File: config.mk
export PLATFORM = sky130hd
export DESIGN_NAME = shot_sequencer
export DESIGN_NICKNAME = d
export VERILOG_FILES = /design/src/rtl/shot_sequencer.sv
export SDC_FILE = /design/constraint.sdc
export NUM_CORES = 1
export LEC_CHECK = 0
export CORE_MARGIN = 5
export CORE_UTILIZATION = 53
export CTS_CLUSTER_SIZE = 10
export DETAILED_ROUTE_END_ITERATION = 8
export PLACE_DENSITY = 0.79
export SLEW_MARGIN = 20
export SYNTH_ARGS = -nofsm -noshare
export SYNTH_HDL_FRONTEND = slang
export SYNTH_SLANG_ARGS = --single-unit
File: constraint.sdc
create_clock -name clk -period 2.8 [get_ports clk]
set_clock_uncertainty 0.15 [all_clocks]
set_input_delay 0.28 -clock clk [delete_from_list [all_inputs] [get_ports clk]]
set_output_delay 0.28 -clock clk [all_outputs]
set_load 0.03 [all_outputs]
File: src/rtl/shot_sequencer.sv
// shot_sequencer: turns a fire-button press into one timed shockwave shot.
// A rising edge on fire_btn in IDLE latches the aim direction and spread,
// holds fire high for FIRE_FRAMES video frames, then waits out a cooldown
// of (4 - shoot_mode) * COOL_BASE frames before returning to IDLE.
//
// Optional feature (macro SHOT_SEQUENCER_AMMO_EN): wide-spread (mode 1) shots
// consume ammo, are refused at zero ammo, and ammo_reload refills the store.
// With the macro undefined, mode 1 is unlimited and ammo reads AMMO_MAX.
//
// Ports:
//   clk, rst     clock, synchronous active-high reset
//   fire_btn     debounced button level (synchronous to clk)
//   frame_tick   one-cycle pulse per video frame
//   angle_in     aim direction 0..15
//   mode_sel     requested spread (1 = five rays, 2 = three, 3 = one, 0 = none)
//   ammo_reload  one-cycle pulse refilling mode-1 ammo
//   fire         shockwave renderer enable
//   hit_angle    latched shot direction
//   shoot_mode   latched spread
//   busy         high whenever the sequencer is not IDLE
//   shot_done    one-cycle pulse on return to IDLE
//   ammo         remaining mode-1 shots
module shot_sequencer #(
  parameter int unsigned FIRE_FRAMES = 15,
  parameter int unsigned COOL_BASE   = 10,
  parameter int unsigned AMMO_MAX    = 3
) (
  input  logic       clk,
  input  logic       rst,
  input  logic       fire_btn,
  input  logic       frame_tick,
  input  logic [3:0] angle_in,
  input  logic [1:0] mode_sel,
  input  logic       ammo_reload,
  output logic       fire,
  output logic [3:0] hit_angle,
  output logic [1:0] shoot_mode,
  output logic       busy,
  output logic       shot_done,
  output logic [2:0] ammo
);

  localparam int unsigned CNT_W   = 8;
  localparam int unsigned ANGLE_W = 4;
  localparam int unsigned MODE_W  = 2;
  localparam int unsigned AMMO_W  = 3;

  localparam logic [CNT_W-1:0]  FIRE_LEN  = CNT_W'(FIRE_FRAMES);
  localparam logic [CNT_W-1:0]  COOL_UNIT = CNT_W'(COOL_BASE);
  localparam logic [AMMO_W-1:0] AMMO_FULL = AMMO_W'(AMMO_MAX);

  typedef enum logic [1:0] {
    IDLE     = 2'd0,
    FIRE     = 2'd1,
    COOLDOWN = 2'd2
  } state_t;

  state_t               state, state_nxt;
  logic [CNT_W-1:0]     cnt, cnt_nxt;
  logic                 btn_d;
  logic                 fire_nxt;
  logic [ANGLE_W-1:0]   angle_nxt;
  logic [MODE_W-1:0]    mode_nxt;
  logic                 done_nxt;
  logic                 busy_nxt;
  logic [AMMO_W-1:0]    ammo_nxt;

  logic                 press;
  logic                 mode_ok;
  logic [CNT_W-1:0]     cnt_inc;
  logic [CNT_W-1:0]     cool_len;

  // Rising edge of the button; btn_d resets high so a held button is ignored.
  assign press   = fire_btn & ~btn_d;
  assign cnt_inc = CNT_W'(cnt + CNT_W'(1));

  // Cooldown frames for the latched spread, 8-bit arithmetic.
  assign cool_len = CNT_W'((CNT_W'(4) - CNT_W'(shoot_mode)) * COOL_UNIT);

`ifdef SHOT_SEQUENCER_AMMO_EN
  assign mode_ok = (mode_sel != MODE_W'(0)) &&
                   !((mode_sel == MODE_W'(1)) && (ammo == AMMO_W'(0)));
`else
  assign mode_ok = (mode_sel != MODE_W'(0));
  logic unused_reload;
  assign unused_reload = ammo_reload;
`endif

  // Next-state and next-output logic.
  always_comb begin
    state_nxt = state;
    cnt_nxt   = cnt;
    fire_nxt  = fire;
    angle_nxt = hit_angle;
    mode_nxt  = shoot_mode;
    done_nxt  = 1'b0;
    ammo_nxt  = ammo;

    case (state)
      IDLE: begin
        // frame_tick is not looked at here, so a coincident tick is not counted.
        if (press && mode_ok) begin
          state_nxt = FIRE;
          cnt_nxt   = '0;
          fire_nxt  = 1'b1;
          angle_nxt = angle_in;
          mode_nxt  = mode_sel;
`ifdef SHOT_SEQUENCER_AMMO_EN
          if (mode_sel == MODE_W'(1)) begin
            ammo_nxt = AMMO_W'(ammo - AMMO_W'(1));
          end
`endif
        end
      end
      FIRE: begin
        if (frame_tick) begin
          if (cnt_inc == FIRE_LEN) begin
            state_nxt = COOLDOWN;
            cnt_nxt   = '0;
            fire_nxt  = 1'b0;
          end else begin
            cnt_nxt = cnt_inc;
          end
        end
      end
      COOLDOWN: begin
        if (frame_tick) begin
          if (cnt_inc == cool_len) begin
            state_nxt = IDLE;
            cnt_nxt   = '0;
            done_nxt  = 1'b1;
          end else begin
            cnt_nxt = cnt_inc;
          end
        end
      end
      default: begin
        state_nxt = IDLE;
        cnt_nxt   = '0;
        fire_nxt  = 1'b0;
      end
    endcase

`ifdef SHOT_SEQUENCER_AMMO_EN
    // Reload overrides a same-cycle mode-1 decrement.
    if (ammo_reload) begin
      ammo_nxt = AMMO_FULL;
    end
`else
    ammo_nxt = AMMO_FULL;
`endif

    busy_nxt = (state_nxt != IDLE);
  end

  // State and output registers.
  always_ff @(posedge clk) begin
    if (rst) begin
      state      <= IDLE;
      cnt        <= '0;
      btn_d      <= 1'b1;
      fire       <= 1'b0;
      hit_angle  <= '0;
      shoot_mode <= '0;
      busy       <= 1'b0;
      shot_done  <= 1'b0;
      ammo       <= AMMO_FULL;
    end else begin
      state      <= state_nxt;
      cnt        <= cnt_nxt;
      btn_d      <= fire_btn;
      fire       <= fire_nxt;
      hit_angle  <= angle_nxt;
      shoot_mode <= mode_nxt;
      busy       <= busy_nxt;
      shot_done  <= done_nxt;
      ammo       <= ammo_nxt;
    end
  end

endmodule

-- After elaboration in Yosys (flattened, before gate mapping)
Index checks and enable logic that the tools add are counted.
- bits in writable memories: 0
- register bits after elaboration: 20
- logic and storage cells: 48
- memories kept: 0
- ROM bits: 0
- input port bits: 11
- latch bits: 0
- multipliers: 1
- bitwise logic cells: 4
- shift operators: 0
- reductions and logical operators: 8
- order comparisons: 0
- div/mod/pow operators: 0
- equality and inequality tests: 8
- $add $sub $neg: 2
- muxes and demuxes: 17
- operators with widths (kind ; count):
    8-bit 2-to-1 mux ; 5
    8-bit case mux with 3 select lines ; 1
    2-bit 2-to-1 mux ; 5
    8-bit by 1-bit adder with 8-bit output, second input constant ; 1
    8-bit by 4-bit equality test with 1-bit output, second input constant ; 1
    8-bit equality test ; 1
    8-bit by 3-bit multiplier with 7-bit output, second input constant ; 1
    2-bit inequality test, second input constant ; 4
    2-bit case mux with 3 select lines ; 1
    1-bit 2-to-1 mux ; 4
    4-bit AND reduction ; 1
    2-bit nonzero test ; 2
    3-bit by 2-bit subtractor with 4-bit output, first input constant ; 1
    1-bit NOT ; 3
    1-bit case mux with 3 select lines ; 1
    3-bit AND reduction ; 1
    3-bit OR reduction ; 1
    2-bit by 1-bit equality test with 1-bit output, second input constant ; 1
    2-bit equality test, second input constant ; 1
    2-bit zero test ; 1
    2-bit AND reduction ; 1
    1-bit AND ; 1
    1-bit logical AND ; 1

-- Logic depth before layout (Yosys ltp)
Gate-level depths: netlist of the first run.
- word-level depth: 7
- depth in mapped cells: 8
- gate-level depth less buffers: 8

-- Worst setup path after synthesis of the first run
Ideal clock, no wire load.
- path type: reg-to-reg
- start: register shoot_mode[0]
- end: register cnt[4]
- stages on the path, launching flop included: 8
- buffers on the path: 0
- slack: 468 ps
- arrival time: 2050 ps
- library setup time: 132 ps
- cells stage by stage: dfxtp_1 inv_1 ha_1 or2_4 a2111oi_4 a21oi_2 o22ai_1 a21oi_1
- word-level cells in the longest chain between the ends: 6
- RTL lines (item ; RTL line ; RTL):
    start: declaration ; 37 ; output logic [1:0] shoot_mode,
    start signal: assignment ; 174 ; shoot_mode <= mode_nxt;
    3-bit by 2-bit subtractor with 4-bit output ; 78 ; assign cool_len = CNT_W'((CNT_W'(4) - CNT_W'(shoot_mode)) * COOL_UNIT);
    8-bit by 3-bit multiplier with 7-bit output ; 78 ;
    8-bit equality test ; 128 ; if (cnt_inc == cool_len) begin
    8-bit 2-to-1 mux ; 128 ;
    8-bit 2-to-1 mux ; 127 ; if (frame_tick) begin
    8-bit case mux with 3 select lines ; 99 ; case (state)
    end signal: assignment ; 170 ; cnt <= cnt_nxt;
    end: declaration ; 59 ; logic [CNT_W-1:0] cnt, cnt_nxt;
Every way passes these cells. The select of a mux whose other input is x is not followed.
A chain may end at the register's enable or synchronous reset.

-- Worst setup path after layout of the first run
- start: register cnt[0]
- end: register cnt[5]
- word-level cells in the longest chain between the ends: 5
- elaborated cells between the ends (all ways): 8
- classes of those cells: add/sub (1); eq/ne (2); mux (5)
- RTL lines (item ; RTL line ; RTL):
    8-bit by 1-bit adder with 8-bit output (*) ; 75 ; assign cnt_inc = CNT_W'(cnt + CNT_W'(1));
    8-bit equality test or 8-bit by 4-bit equality test with 1-bit output (tied branches) ; 128, 117 ;
    8-bit 2-to-1 mux, on equally long branches ; 128, 117 ;
    8-bit 2-to-1 mux, on equally long branches ; 127, 116 ;
    8-bit case mux with 3 select lines (*) ; 99 ;
Mark *: on every way between the ends. The rest lies on a longest branch, timed or not. The select of a mux whose other input is x is not followed.

==> run metrics, run 1 <==
mean post-synth cell area 9.01 µm²; RSZ-0062 raised after global routing no; Area Overhead vs Synth 13.1%; clk buf depth 2; Sw Share roughly a quarter; Lkg Pwr about 0.00055 µW; DR WL/cell ~14 µm; Post-DP Area around 1600 µm²; drt initial violations 35; Critical Path End Type flip-flop; final setup TNS 0 ns; Clk pwr share a little under a third; CP max stage delay slightly above 0.5 ns; worst slew pin tran 0.590 ns; family with the most delay on the worst path compound AO/OA/AOI/OAI gates; die area roughly 3800 µm²; Seq/Total Area, Yosys between 20 and 30%; routability cong. just over 0.8; I/O pins 23; CTS root buffer clkbuf_4; cts hold-fix bufs 0; mux contribution to synthesized area ~4.2%; final instance area 1600 µm²; kind of critical path flip-flop to flip-flop; Comb pwr share ~15%; die height 61.7 µm; CTS buffer count 3; CP arrival approximately 2.6 ns; first-pass GRT wire length around 5000 µm; Max Cap Viol 0; worst path cell trace ha_1 > xor2_1 > o2111ai_1 > a2111oi_4 > a21oi_2 > o22ai_1 > a21oi_1; layout cell share with drive strength beyond 1 14.7%; # Post-CTS Setup Buffers 0; Data required, critical path roughly 2.8 ns; max frequency 0.399 GHz; area share of fa/ha/maj cells after synthesis under 10%; power per cell area approximately 340 nW/µm²; Site Rows 18; vias per inst just under 6; width of the chip between 60 and 70 µm; Via Count about 1200; Gate Count Post-Synth around 160; slowest CP cell dfxtp_1; post-route ant nets 0; sequential share of power 53.3%; core area 2520 µm²; Yosys warnings 0; Slew HR 60.7%; Setup crit start kind flip-flop; input/output buffers 18; CP bufs+invs 0; Detail Placement HPWL 2130 µm; CTS tree yes; Final Hold Fails 0; CP Max Fanout 6; antenna fix cells 0; Synth Area in Simple Gates between 20% and 30%; largest net degree at the start of global routing 13; number of global-route vias before repair approximately 1100; # resized after CTS 0; Top FF cell, synth dfxtp_1; Max VDD drop roughly 0.28 mV; Finished Layout Cells 200; minimum clock period roughly 2.5 ns; Final period util 89.4%; drt drc 0; Worst Hold Class flip-flop to flip-flop; Yosys reg bits 20; EDFF count, synth 0; clock sinks 20; Starting Density roughly 56%; Synth Area in XOR/XNOR 4.77%; fin. max-slew vios 0; drt total wl 2880 µm; GR Overflow Total 0; Final nets 191; H-tree depth 1; GRT Util Overall approximately 18%; CTS clk-pin slew, worst paths between 0.1 and 0.15 ns; status finished, final reports clean; placed cell count approximately 200; 1st-pass router iterations 6; largest family of logic cells by synthesized area simple AND/OR/NAND/NOR gates; asr flop ratio synth 0%; Clock Latency Late Sink around 0.31 ns; Psw approximately 150 µW; Synth cell types 53; Internal 406 µW; Setup Viol. Count Final 0; synthesized area 1420 µm²; post-synthesis compound-gate area fraction 21.9%; initial antenna violation count 0
[path summary, 6_finish.rpt]
kind                             startpoint                         to  slack, ns  depth (start not counted)
setup / recovery        cnt[0]$_SDFFE_PP0P_        cnt[5]$_SDFFE_PP0P_       0.30                          7
hold / removal    hit_angle[0]$_SDFFE_PP0P_  hit_angle[0]$_SDFFE_PP0P_       0.36                          2
setup reg to reg        cnt[0]$_SDFFE_PP0P_        cnt[5]$_SDFFE_PP0P_       0.30                          7
hold reg to reg   hit_angle[0]$_SDFFE_PP0P_  hit_angle[0]$_SDFFE_PP0P_       0.36                          2
[state kept, by name, summed over array words and instances, names as in the netlist]
signal and flops:
state 2, hit_angle 4, fire 1, shot_done 1, btn_d 1, cnt 8, busy 1, shoot_mode 2
[power groups by stage]
stage               clock network (µW)  logic (µW)  registers, µW
floorplan                            0        47.5            309
global route                       193        91.4            295
detailed placement                   0        83.7            301
finish                             174        84.0            294
global placement                     0        81.4            300
CTS                                178        84.0            294
[layout by cell type (no fill, tap or decap), drive strengths merged, types with 3 or more instances in the layout]
cell	count
dfxtp	20
clkdlybuf4s50	18
nor2	17
nand2	13
a21oi	11
inv	9
ha	9
mux2i	6
o22ai	5
xor2	4
clkbuf	4
o21ai	4
nor3b	4
nand4	3
o21a	3
nor3	3
conb	3
nor4	3
nand3	3
[cells in the mapped netlist (all sizes together) (2+ instances only)]
library cell  instances  area [µm²]
buf                  10        80.1
nand4                 3        18.8
o21ai                 4        23.8
dfxtp                20         400
nor2                 17        63.8
nand3                 3        32.5
a31o                  2        17.5
o211ai                2        15.0
xor2                  4        35.0
ha                    9         113
nand2b                2        12.5
a21oi                11        62.6
conb                  2        7.51
and2                  2        12.5
o21a                  3        22.5
nor3b                 4        40.0
o2111ai               2        17.5
a211oi                2        32.5
or2                   2        15.0
nor4                  3        46.3
inv                   9        33.8
nor3                  3        15.0
o22ai                 5        31.3
clkbuf                2        7.51
mux2i                 6        60.1
nand2                13        58.8
[kinds of logic (layout without fill, tap and decap cells)]
| group | count (synthesis) | count (layout) |
|---|---|---|
| AOI/OAI and AO/OA | 38 | 38 |
| xor gates and xnor gates | 6 | 6 |
| adders and majority gates | 9 | 9 |
| buffers and inverters | 21 | 33 |
| DFF | 20 | 20 |
| muxes | 6 | 6 |
| other | 2 | 3 |
| and+or+nand+nor | 55 | 55 |
[worst reg2reg max path, stage by stage, from the launching register on]
cell	delay, ns
dfxtp_1	0.51
ha_1	0.35
xor2_1	0.29
o2111ai_1	0.21
a2111oi_4	0.42
a21oi_2	0.19
o22ai_1	0.20
a21oi_1	0.08
[area by class of cell]
type                            count  area [µm²]
Fill cell                         212         922
Multi-Input combinational cell    117         897
Sequential cell                    20         400
Timing Repair Buffer               20         195
Tap cell                           30        37.5
Clock buffer                        4        36.3
Inverter                            9        33.8
[metal layers]
layer	global-route usage, %	routed length (µm)	vias to the layer above	share of wire (%)
met4	6.06	26	0	0.90
met5	0	0	-	0
met2	29.7	1400	35	49
met3	3.35	162	4	5.6
met1	22.7	1290	556	45
li1	-	-	570	-
[per-stage QoR]
step                      hold slack (ns)  worst slack [ns]  power, µW  utilization, %
final                               0.359             0.296        552            63.4
after floorplan                     0.237             0.468        356               -
after detailed placement            0.338             0.407        384            62.0
after global placement              0.325             0.434        382            62.0
after CTS                           0.362             0.351        557            63.4
after global routing                0.413             0.198        579            63.4
Power figures use the tool's default switching activity.
==> run 2, diff against run 1 <==
--- a/constraint.sdc
+++ b/constraint.sdc
@@ -3,3 +3,3 @@
 set_input_delay 0.28 -clock clk [delete_from_list [all_inputs] [get_ports clk]]
 set_output_delay 0.28 -clock clk [all_outputs]
-set_load 0.03 [all_outputs]
+set_load 0.05 [all_outputs]
==> results of run 2 <==
Same layout as run 1 (identical final DEF). Status: finished, final reports clean.
Among the figures that moved: total power 552 µW -> 562 µW; worst IR drop on VDD 0.281 mV -> 0.287 mV
==> run 3, diff against run 2 <==
Settings changed: CTS_CLUSTER_DIAMETER from default to 30.
==> results of run 3 <==
Same layout as run 1 (identical final DEF). Status: finished, final reports clean.
Among the figures that moved: total power 552 µW -> 562 µW; worst IR drop on VDD 0.281 mV -> 0.287 mV
